`src/rtl/time_base_monitor.sv`:
```
// Consumer of the time_base tic/accum pulses: sticky event flags, saturating overrun counts,
// per-channel period checkers and a maskable irq. Optional macro TB_MONITOR_TIMESTAMP_EN adds tic_stamp.
module time_base_monitor #(
    parameter int DIV_W = 24,
    parameter int OVR_W = 8
) (
    input  logic             clk,
    input  logic             rst,
    input  logic             tic_enable,
    input  logic             accum_enable,
    input  logic [DIV_W-1:0] tic_divide,
    input  logic [DIV_W-1:0] accum_divide,
    input  logic [1:0]       irq_mask,
    input  logic             status_rd,
    output logic [31:0]      status_dout,
    output logic             status_valid,
    output logic             irq
`ifdef TB_MONITOR_TIMESTAMP_EN
    ,
    output logic [31:0]      tic_stamp
`endif
);

    localparam int CNT_W = DIV_W + 1;
    localparam logic [CNT_W-1:0] CNT_ONE = CNT_W'(1);
    localparam logic [OVR_W-1:0] OVR_ONE = OVR_W'(1);

    typedef enum logic {
        DISARMED = 1'b0,
        ARMED    = 1'b1
    } chk_state_e;

    // Channel index 1 = tic, 0 = accum, matching the irq_mask and status bit order.
    logic [1:0]       pulse;
    logic [DIV_W-1:0] div_in [2];

    assign pulse     = {tic_enable, accum_enable};
    assign div_in[1] = tic_divide;
    assign div_in[0] = accum_divide;

    logic [1:0]       flag_q, flag_d;
    logic [1:0]       perr_q, perr_d;
    logic [OVR_W-1:0] ovr_q  [2];
    logic [OVR_W-1:0] ovr_d  [2];
    logic [CNT_W-1:0] cnt_q  [2];
    logic [CNT_W-1:0] cnt_d  [2];
    logic [DIV_W-1:0] div_q  [2];
    chk_state_e       chk_q  [2];
    chk_state_e       chk_d  [2];
    logic [31:0]      status_dout_q, status_dout_d;
    logic             status_valid_q;
    logic             irq_q, irq_d;
    logic [11:0]      mid_field;

`ifdef TB_MONITOR_TIMESTAMP_EN
    logic [31:0] stamp_cnt_q, stamp_cnt_d;
    logic [31:0] tic_stamp_q, tic_stamp_d;

    assign stamp_cnt_d = stamp_cnt_q + 32'd1;
    assign tic_stamp_d = tic_enable ? stamp_cnt_q : tic_stamp_q;
    assign mid_field   = tic_stamp_q[11:0];
    assign tic_stamp   = tic_stamp_q;
`else
    assign mid_field   = 12'b0;
`endif

    always_comb begin
        // NOTE: every combinational output gets a value on every path, so no latch is inferred.
        flag_d = '0;
        perr_d = '0;
        for (int ch = 0; ch < 2; ch++) begin
            logic div_chg;
            logic period_bad;
            div_chg    = (div_q[ch] != div_in[ch]);
            period_bad = pulse[ch] && (chk_q[ch] == ARMED) && !div_chg &&
                         (cnt_q[ch] != ({1'b0, div_in[ch]} + CNT_ONE));

            // A new pulse always wins over the clear from a read in the same cycle.
            flag_d[ch] = pulse[ch] | (flag_q[ch] & ~status_rd);
            perr_d[ch] = period_bad | (perr_q[ch] & ~status_rd);

            if (status_rd)
                ovr_d[ch] = '0;
            else if (pulse[ch] && flag_q[ch] && !(&ovr_q[ch]))
                ovr_d[ch] = ovr_q[ch] + OVR_ONE;
            else
                ovr_d[ch] = ovr_q[ch];

            if (pulse[ch])
                cnt_d[ch] = CNT_ONE;
            else if (&cnt_q[ch])
                cnt_d[ch] = cnt_q[ch];
            else
                cnt_d[ch] = cnt_q[ch] + CNT_ONE;

            // A divider change throws away the running period; a coincident pulse starts a fresh one.
            if (div_chg)
                chk_d[ch] = pulse[ch] ? ARMED : DISARMED;
            else if (pulse[ch])
                chk_d[ch] = ARMED;
            else
                chk_d[ch] = chk_q[ch];
        end

        status_dout_d = status_rd ?
            {8'(ovr_q[1]), 8'(ovr_q[0]), mid_field, perr_q[1], perr_q[0], flag_q[1], flag_q[0]} :
            status_dout_q;
        irq_d = |(flag_d & irq_mask);
    end

    always_ff @(posedge clk) begin
        // NOTE: state registers use non-blocking assignments so every flop samples pre-edge values.
        if (rst) begin
            flag_q         <= '0;
            perr_q         <= '0;
            status_dout_q  <= '0;
            status_valid_q <= 1'b0;
            irq_q          <= 1'b0;
            for (int ch = 0; ch < 2; ch++) begin
                ovr_q[ch] <= '0;
                cnt_q[ch] <= '0;
                div_q[ch] <= '0;
                chk_q[ch] <= DISARMED;
            end
`ifdef TB_MONITOR_TIMESTAMP_EN
            stamp_cnt_q <= '0;
            tic_stamp_q <= '0;
`endif
        end else begin
            flag_q         <= flag_d;
            perr_q         <= perr_d;
            status_dout_q  <= status_dout_d;
            status_valid_q <= status_rd;
            irq_q          <= irq_d;
            for (int ch = 0; ch < 2; ch++) begin
                ovr_q[ch] <= ovr_d[ch];
                cnt_q[ch] <= cnt_d[ch];
                div_q[ch] <= div_in[ch];
                chk_q[ch] <= chk_d[ch];
            end
`ifdef TB_MONITOR_TIMESTAMP_EN
            stamp_cnt_q <= stamp_cnt_d;
            tic_stamp_q <= tic_stamp_d;
`endif
        end
    end

    assign status_dout  = status_dout_q;
    assign status_valid = status_valid_q;
    assign irq          = irq_q;

endmodule

```
`config.mk`:
```
export PLATFORM = sky130hd
export DESIGN_NAME = time_base_monitor
export DESIGN_NICKNAME = d
export VERILOG_FILES = /design/src/rtl/time_base_monitor.sv
export SDC_FILE = /design/constraint.sdc
export NUM_CORES = 1
export LEC_CHECK = 0
export CAP_MARGIN = 20
export CORE_MARGIN = 5
export CORE_UTILIZATION = 60
export CTS_BUF_LIST = sky130_fd_sc_hd__clkbuf_8 sky130_fd_sc_hd__clkbuf_16
export DETAILED_ROUTE_END_ITERATION = 16
export PLACE_DENSITY = 0.85
export SLEW_MARGIN = 20
export SYNTH_ARGS = -nofsm -noshare
export SYNTH_HDL_FRONTEND = slang
export SYNTH_SLANG_ARGS = --single-unit
```
`constraint.sdc`:
```
create_clock -name clk -period 4.8 [get_ports clk]
set_input_delay 0.96 -clock clk [delete_from_list [all_inputs] [get_ports clk]]
set_output_delay 0.96 -clock clk [all_outputs]
set_load 0.03 [all_outputs]
```
==> results.sh, run 1 <==
export IMPL_worstHoldPathType="reg -> reg"
export IMPL_synth_seq_area_share_pct=37.08
export IMPL_place_congestion=0.9220
export IMPL_start_kind="primary input"
export IMPL_num_io_pins=89
export IMPL_synth_seq_cells=142
export IMPL_synthXorXnorAreaFrac_pct=18.28
export IMPL_wl_per_cell_um=16.15
export IMPL_antenna_left=0
export IMPL_r2r_start="cnt_q[0][2]"
export IMPL_detail_route_iter0_violations=769
export IMPL_grt_pass1_wl_mm=29.48
export IMPL_regToRegEndpoint="cnt_q[0][9]"
export IMPL_vias=6557
export IMPL_worst_slew_pin_slew_ns=0.8298
export IMPL_synthSimpleGateAreaFrac_pct=27.01
export IMPL_synth_edf_count=0
export IMPL_drive_gt1_share_pct=5.329
export IMPL_worstSetupEndpoint="perr_q[1]"
export IMPL_antenna_found_initial=0
export IMPL_finalHoldViolations=0
export IMPL_muxShareOfSynthArea_pct=3.264
export IMPL_arrival_ns=4.12
export IMPL_synth_cell_types=62
export IMPL_yosysTopAreaCell="dfxtp_1"
export IMPL_path_max_fanout=12
export IMPL_critPathKind="in -> reg"
export IMPL_rows=41
export IMPL_fill_cells=955
export IMPL_io_buffers=76
export IMPL_die_w_um=123.0
export IMPL_grt_use_total_pct=24.59
export IMPL_grt_max_degree=81
export IMPL_drv_slew=0
export IMPL_synth_area_mm2=0.007667
export IMPL_numCtsBuffers=17
export IMPL_synth_cells=906
export IMPL_status="complete, no violations"
export IMPL_final_area_mm2=0.008999
export IMPL_cp_data_required_time_ns=5.12
export IMPL_start_util_pct=61.01
export IMPL_synthFlopType="dfxtp_1"
export IMPL_tns_ns=0
export IMPL_rsz0062_at_grt="no"
export IMPL_cp_startpoint="tic_divide[0]"
export IMPL_p_leak_nw=3.233
export IMPL_wirelength_mm=18.23
export IMPL_cts_hold_buf=0
export IMPL_post_cts_resized=0
export IMPL_slew_headroom_pct=44.68
export IMPL_ff2ff_setup_slack_ns=2.17
export IMPL_clkTransAtPathRegs_ns=0.06
export IMPL_power_density_mw_per_mm2=322.7
export IMPL_cts_setup_buffers=0
export IMPL_synth_top_cells_by_count="dfxtp_1, nor2_1, xnor2_1, xor2_1, nand3_1"
export IMPL_viasPerCell=5.808
export IMPL_synth_top_family_by_area="simple AND/OR/NAND/NOR gates"
export IMPL_syn_to_final_growth_pct=17.36
export IMPL_cts_root_buf="clkbuf_16"
export IMPL_yosysWarnings=0
export IMPL_post_route_period_util_pct=79.30
export IMPL_diodes=0
export IMPL_final_min_clock_period_ns=3.807
export IMPL_yosysTopAreaCellShare_pct=37.08
export IMPL_grt_pass1_vias=5913
export IMPL_die_area_mm2=0.01514
export IMPL_ctsLongestPathBuffers=2
export IMPL_max_vdd_ir_drop_mv=0.1858
export IMPL_htreeDepth=4
export IMPL_fmax_mhz=262.7
export IMPL_synth_compound_area_share_pct=8.061
export IMPL_ys_async_sr_fraction_pct=0
export IMPL_cap_viol_max_count=0
export IMPL_hpwl_mm=12.88
export IMPL_nets=1005
export IMPL_cts_sinks=142
export IMPL_cp_end_kind="register"
export IMPL_synth_most_common_cell="dfxtp_1"
export IMPL_cp_cell_sequence="clkdlybuf4s50_1 -> ha_1 -> nand3_1 -> nor2_1 -> a21oi_1 -> or4_1 -> nor4_1 -> o2111ai_1 -> o31a_1"
export IMPL_drc=0
export IMPL_skew_ns=0.005283
export IMPL_r2r_cells=7
export IMPL_overflow=0
export IMPL_slowest_stage="clkdlybuf4s50_1"
export IMPL_synthAdderAreaFrac_pct=0.9791
export IMPL_setup_viol=0
export IMPL_synth_area_leaders="dfxtp_1, xnor2_1, xor2_1"
export IMPL_clock_latency_ns=0.42
export IMPL_max_stage_delay_ns=0.69
export IMPL_syn_avg_cell_area_um2=8.463
export IMPL_core_mm2=0.01257
export IMPL_first_pass_iters=5
export IMPL_die_height_um=123.0
export IMPL_cts_tree="done"
export IMPL_post_dp_cell_area_mm2=0.008368
-- critical path, delay by kind of cell --
family | cells | cell delay (ns)
compound gates | 3 | 0.53
buf+inv | 1 | 0.69
fa+ha+maj | 1 | 0.39
simple gates | 4 | 1.55
-- layout make-up --
| cell class | instances | area, um2 | share of cell area (%) |
|---|---|---|---|
| multi-input cells | 685 | 4461 | 49.57 |
| repair buffers | 79 | 778.2 | 8.648 |
| flip-flops and latches | 142 | 2843 | 31.59 |
| inverters | 19 | 71.32 | 0.7925 |
| clock inverters | 14 | 191.4 | 2.127 |
| well taps | 172 | 215.2 | 2.392 |
| clock buffers | 18 | 439.2 | 4.880 |
-- worst min-delay path by stage --
stage | end | slack, ns | start | cells past startpoint
4_1_cts | status_dout[28] | 0.50 | status_dout[28] | 2
6_report | status_dout[28] | 0.49 | status_dout[28] | 2
3_3_place_gp | status_dout[1] | 0.47 | status_dout[1] | 2
5_1_grt | status_dout[28] | 0.51 | status_dout[28] | 2
2_1_floorplan | ovr_q[0][7] | 0.47 | ovr_q[0][7] | 2
3_5_place_dp | status_dout[28] | 0.48 | status_dout[28] | 2
-- registers in the layout (all words and copies together) (netlist names) --
register and flops:
chk_q 2, cnt_q 50, div_q 48, flag_q 2, irq 1, ovr_q 16, perr_q 2, status_dout 20
status_valid 1
-- per-stage QoR --
stage / worst slack [ns] / cells / util (%) / hold slack [ns] / power (W)
after floorplan: 1.871 / 917 / - / 0.4709 / 0.001437
after global placement: 0.6565 / 1097 / 66.58 / 0.4725 / 0.001522
after detailed placement: 0.6129 / 1097 / 66.58 / 0.4813 / 0.001528
after CTS: 1.049 / 1129 / 71.60 / 0.4960 / 0.002918
after global routing: 0.7007 / 1129 / 71.60 / 0.5132 / 0.002995
final: 0.9934 / 1129 / 71.60 / 0.4887 / 0.002904
-- cells by family after synthesis --
kind of cell,Yosys count
AO/OA/AOI/OAI,89
XOR/XNOR,160
adder cells (fa/ha/maj),6
buffers and inverters,90
flip-flops,142
multiplexers,25
other,1
AND/OR/NAND/NOR,393
-- placed cells by master (no fill, tap or decap), types with 7 or more instances in the layout --
cell type        count
dfxtp_1            142
nor2_1             118
xnor2_1             80
xor2_1              80
clkdlybuf4s50_1     75
nand3_1             53
nor2b_1             43
nand4_1             43
nand2_1             37
mux2i_1             25
inv_1               21
nor3_1              21
nor4_1              19
a21oi_1             19
clkbuf_16           17
o21ai_0             16
and3_1              12
conb_1              12
a31oi_1              9
and4_1               8
or3_1                7
o211ai_1             7
-- per-layer routing --
| layer | global-route usage (%) | vias to the layer above | part of all wire (%) |
|---|---|---|---|
| li1 | - | 3177 | - |
| met1 | 33.55 | 3088 | 44 |
| met2 | 38.57 | 254 | 46 |
| met3 | 5.124 | 38 | 7.3 |
| met4 | 9.135 | 0 | 2.0 |
| met5 | 0 | - | 0 |
-- where the power goes --
group          internal [W]  switching [W]  leakage, nW
clock              0.000884       0.000512        0.310
combinational      0.000121       0.000164         1.76
sequential          0.00121      0.0000158         1.16
total               0.00221       0.000691         3.23
(Power assumes the default switching activity.)
==> run 2, diff against run 1 <==
--- a/config.mk
+++ b/config.mk
@@ -7,10 +7,10 @@
 export LEC_CHECK = 0
 export CAP_MARGIN = 20
 export CORE_MARGIN = 5
-export CORE_UTILIZATION = 60
+export CORE_UTILIZATION = 51
 export CTS_BUF_LIST = sky130_fd_sc_hd__clkbuf_8 sky130_fd_sc_hd__clkbuf_16
 export DETAILED_ROUTE_END_ITERATION = 16
-export PLACE_DENSITY = 0.85
+export PLACE_DENSITY = 0.77
 export SLEW_MARGIN = 20
 export SYNTH_ARGS = -nofsm -noshare
 export SYNTH_HDL_FRONTEND = slang
==> constraint.sdc (replaced) <==
create_clock -name clk -period 3.3 [get_ports clk]
set_input_delay 0.66 -clock clk [delete_from_list [all_inputs] [get_ports clk]]
set_output_delay 0.66 -clock clk [all_outputs]
set_load 0.03 [all_outputs]
==> run 2 against run 1 <==
Global-route usage shrank 3.1 points; non-clock buffer count up 45; worst hold slack gained 0.0024 ns; combinational power increased by 58%; critical endpoint unchanged; sequential share of layout area decreased by 1.0 points; clock skew rose by 0.0058 ns; power rose by 41%; critical path depth decreased by 1.
==> results.sh, run 2 (synthesis gave the netlist of run 1 again) <==
export IMPL_final_min_clock_period_ns=2.820
export IMPL_final_cell_mix="dfxtp_1, nor2_1, xnor2_1, xor2_1, clkdlybuf4s50_1"
export IMPL_post_dp_cell_area_mm2=0.008721
export IMPL_cap_viol_max_count=0
export IMPL_setup_viol=0
export IMPL_use_met1_pct=30.98
export IMPL_largest_register_ffs=50
export IMPL_cpLargestDelayFamily="simple AND/OR/NAND/NOR gates"
export IMPL_fin_cells=1185
export IMPL_path_max_fanout=6
export IMPL_die_area_mm2=0.01759
export IMPL_use_met3_pct=4.252
export IMPL_power_w=0.004094
export IMPL_skew_ns=0.01109
export IMPL_max_stage_delay_ns=0.66
export IMPL_multi_input_area_mm2=0.004461
export IMPL_tns_ns=0
export IMPL_overflow=0
export IMPL_htreeDepth=4
export IMPL_drive_gt1_share_pct=9.690
export IMPL_detail_route_iter0_violations=458
export IMPL_io_buffers=76
export IMPL_wl_per_cell_um=15.96
export IMPL_numCtsBuffers=17
export IMPL_slowest_stage="clkdlybuf4s50_1"
export IMPL_fill_cells=1265
export IMPL_arrival_ns=3.13
export IMPL_wirelength_mm=18.92
export IMPL_cts_root_buf="clkbuf_16"
export IMPL_fmax_mhz=354.5
export IMPL_max_vdd_ir_drop_mv=0.4000
export IMPL_cts_sinks=142
export IMPL_grt_pass1_vias=6131
export IMPL_cp_cell_sequence="clkdlybuf4s50_1 -> nand4_2 -> nor4_4 -> xnor2_1 -> or4_1 -> nor4_1 -> o2111ai_1 -> o31a_1"
export IMPL_dp_cells=1154
export IMPL_drc=0
export IMPL_worstHoldPathType="reg -> reg"
export IMPL_power_density_mw_per_mm2=440.2
export IMPL_clkTransAtPathRegs_ns=0.06
export IMPL_clock_latency_ns=0.43
export IMPL_r2r_cells=7
export IMPL_top_register="cnt_q"
export IMPL_start_kind="primary input"
export IMPL_met2_usage_pct=32.10
export IMPL_cp_data_required_time_ns=3.61
export IMPL_post_route_period_util_pct=85.47
export IMPL_place_congestion=0.9007
export IMPL_cts_tree="done"
export IMPL_antenna_left=0
export IMPL_critPathKind="in -> reg"
export IMPL_nets=1050
export IMPL_core_mm2=0.01464
export IMPL_rows=44
export IMPL_rsz0062_at_grt="no"
export IMPL_whs_ns=0.4910
export IMPL_first_pass_iters=5
export IMPL_finalHoldViolations=0
export IMPL_start_util_pct=52.36
export IMPL_status="complete, no violations"
export IMPL_p_leak_nw=3.419
export IMPL_syn_to_final_growth_pct=21.28
export IMPL_grt_use_total_pct=21.46
export IMPL_ctsLongestPathBuffers=2
export IMPL_cts_setup_buffers=0
export IMPL_grt_max_degree=81
export IMPL_cts_hold_buf=0
export IMPL_post_cts_resized=0
export IMPL_cp_end_kind="register"
export IMPL_crit_buf_inv=1
export IMPL_holdPathStages=2
export IMPL_mostFrequentLayoutCell="dfxtp_1"
export IMPL_drv_slew=0
export IMPL_final_area_mm2=0.009299
export IMPL_num_io_pins=89
export IMPL_slew_headroom_pct=42.57
export IMPL_vias=6619
export IMPL_die_height_um=132.6
export IMPL_diodes=0
export IMPL_viasPerCell=5.586
export IMPL_worstSetupPathDepth=8
export IMPL_area_sequential_mm2=0.002843
export IMPL_hpwl_mm=13.98
export IMPL_antenna_found_initial=1
export IMPL_grt_pass1_wl_mm=31.03
export IMPL_grt_busiest_layer="met2"
export IMPL_die_w_um=132.6
export IMPL_worst_slew_pin_slew_ns=0.8615
-- run 2: changes by cell type in the layout (fill, tap and decap cells not counted) --
cell | previous run | this run
inv_6 | 3 | 5
clkbuf_8 | 1 | 2
inv_1 | 21 | 19
buf_4 | 3 | 48
inv_8 | 0 | 1
bufinv_16 | 4 | 1
clkinvlp_4 | 2 | 3
clkinv_2 | 1 | 0
-- run 2: power by group --
group / switching [W] / leakage, nW / internal (W)
clock: 0.000775 / 0.275 / 0.00109
sequential: 0.0000226 / 1.16 / 0.00176
combinational: 0.000245 / 1.98 / 0.000204
-- run 2: final timing paths --
kind              startpoint  slack [ns]               to
max            tic_divide[6]        0.48        perr_q[1]
min          status_dout[24]        0.49  status_dout[24]
max reg2reg     cnt_q[0][32]        0.73     cnt_q[0][45]
min reg2reg  status_dout[24]        0.49  status_dout[24]
-- run 2: layout make-up --
cell class,count,share of cell area (%)
inverters,19,0.7670
repair buffers,124,12.00
flip-flops and latches,142,30.57
multi-input cells,685,47.97
well taps,184,2.476
clock buffers,19,4.871
clock inverters,12,1.346
-- run 2: metrics by stage --
stage,utilization [%],setup WS (ns)
detailed placement,59.55,0.07759
floorplan,-,0.6711
finish,63.50,0.4795
CTS,63.50,0.5291
global placement,59.55,0.1076
global route,63.50,0.2084
-- run 2: metal layers --
layer	share of wire, %	vias up
met1	49	3091
met5	0.069	-
met3	6.1	29
li1	-	3272
met2	44	225
met4	1.4	2
-- run 2: tightest hold or removal path, delay by kind of cell (launching register included) --
kind	cells	cell delay (ns)
DFF	1	0.32
and+or+nand+nor	1	0.07
muxes	1	0.06
==> run 3, diff against run 2 <==
--- a/config.mk
+++ b/config.mk
@@ -11,6 +11,7 @@
 export CTS_BUF_LIST = sky130_fd_sc_hd__clkbuf_8 sky130_fd_sc_hd__clkbuf_16
 export DETAILED_ROUTE_END_ITERATION = 16
 export PLACE_DENSITY = 0.77
+export SETUP_SLACK_MARGIN = 0.2
 export SLEW_MARGIN = 20
 export SYNTH_ARGS = -nofsm -noshare
 export SYNTH_HDL_FRONTEND = slang
==> results of run 3 <==
No change in the layout: final DEF, timing and power equal those of run 2.
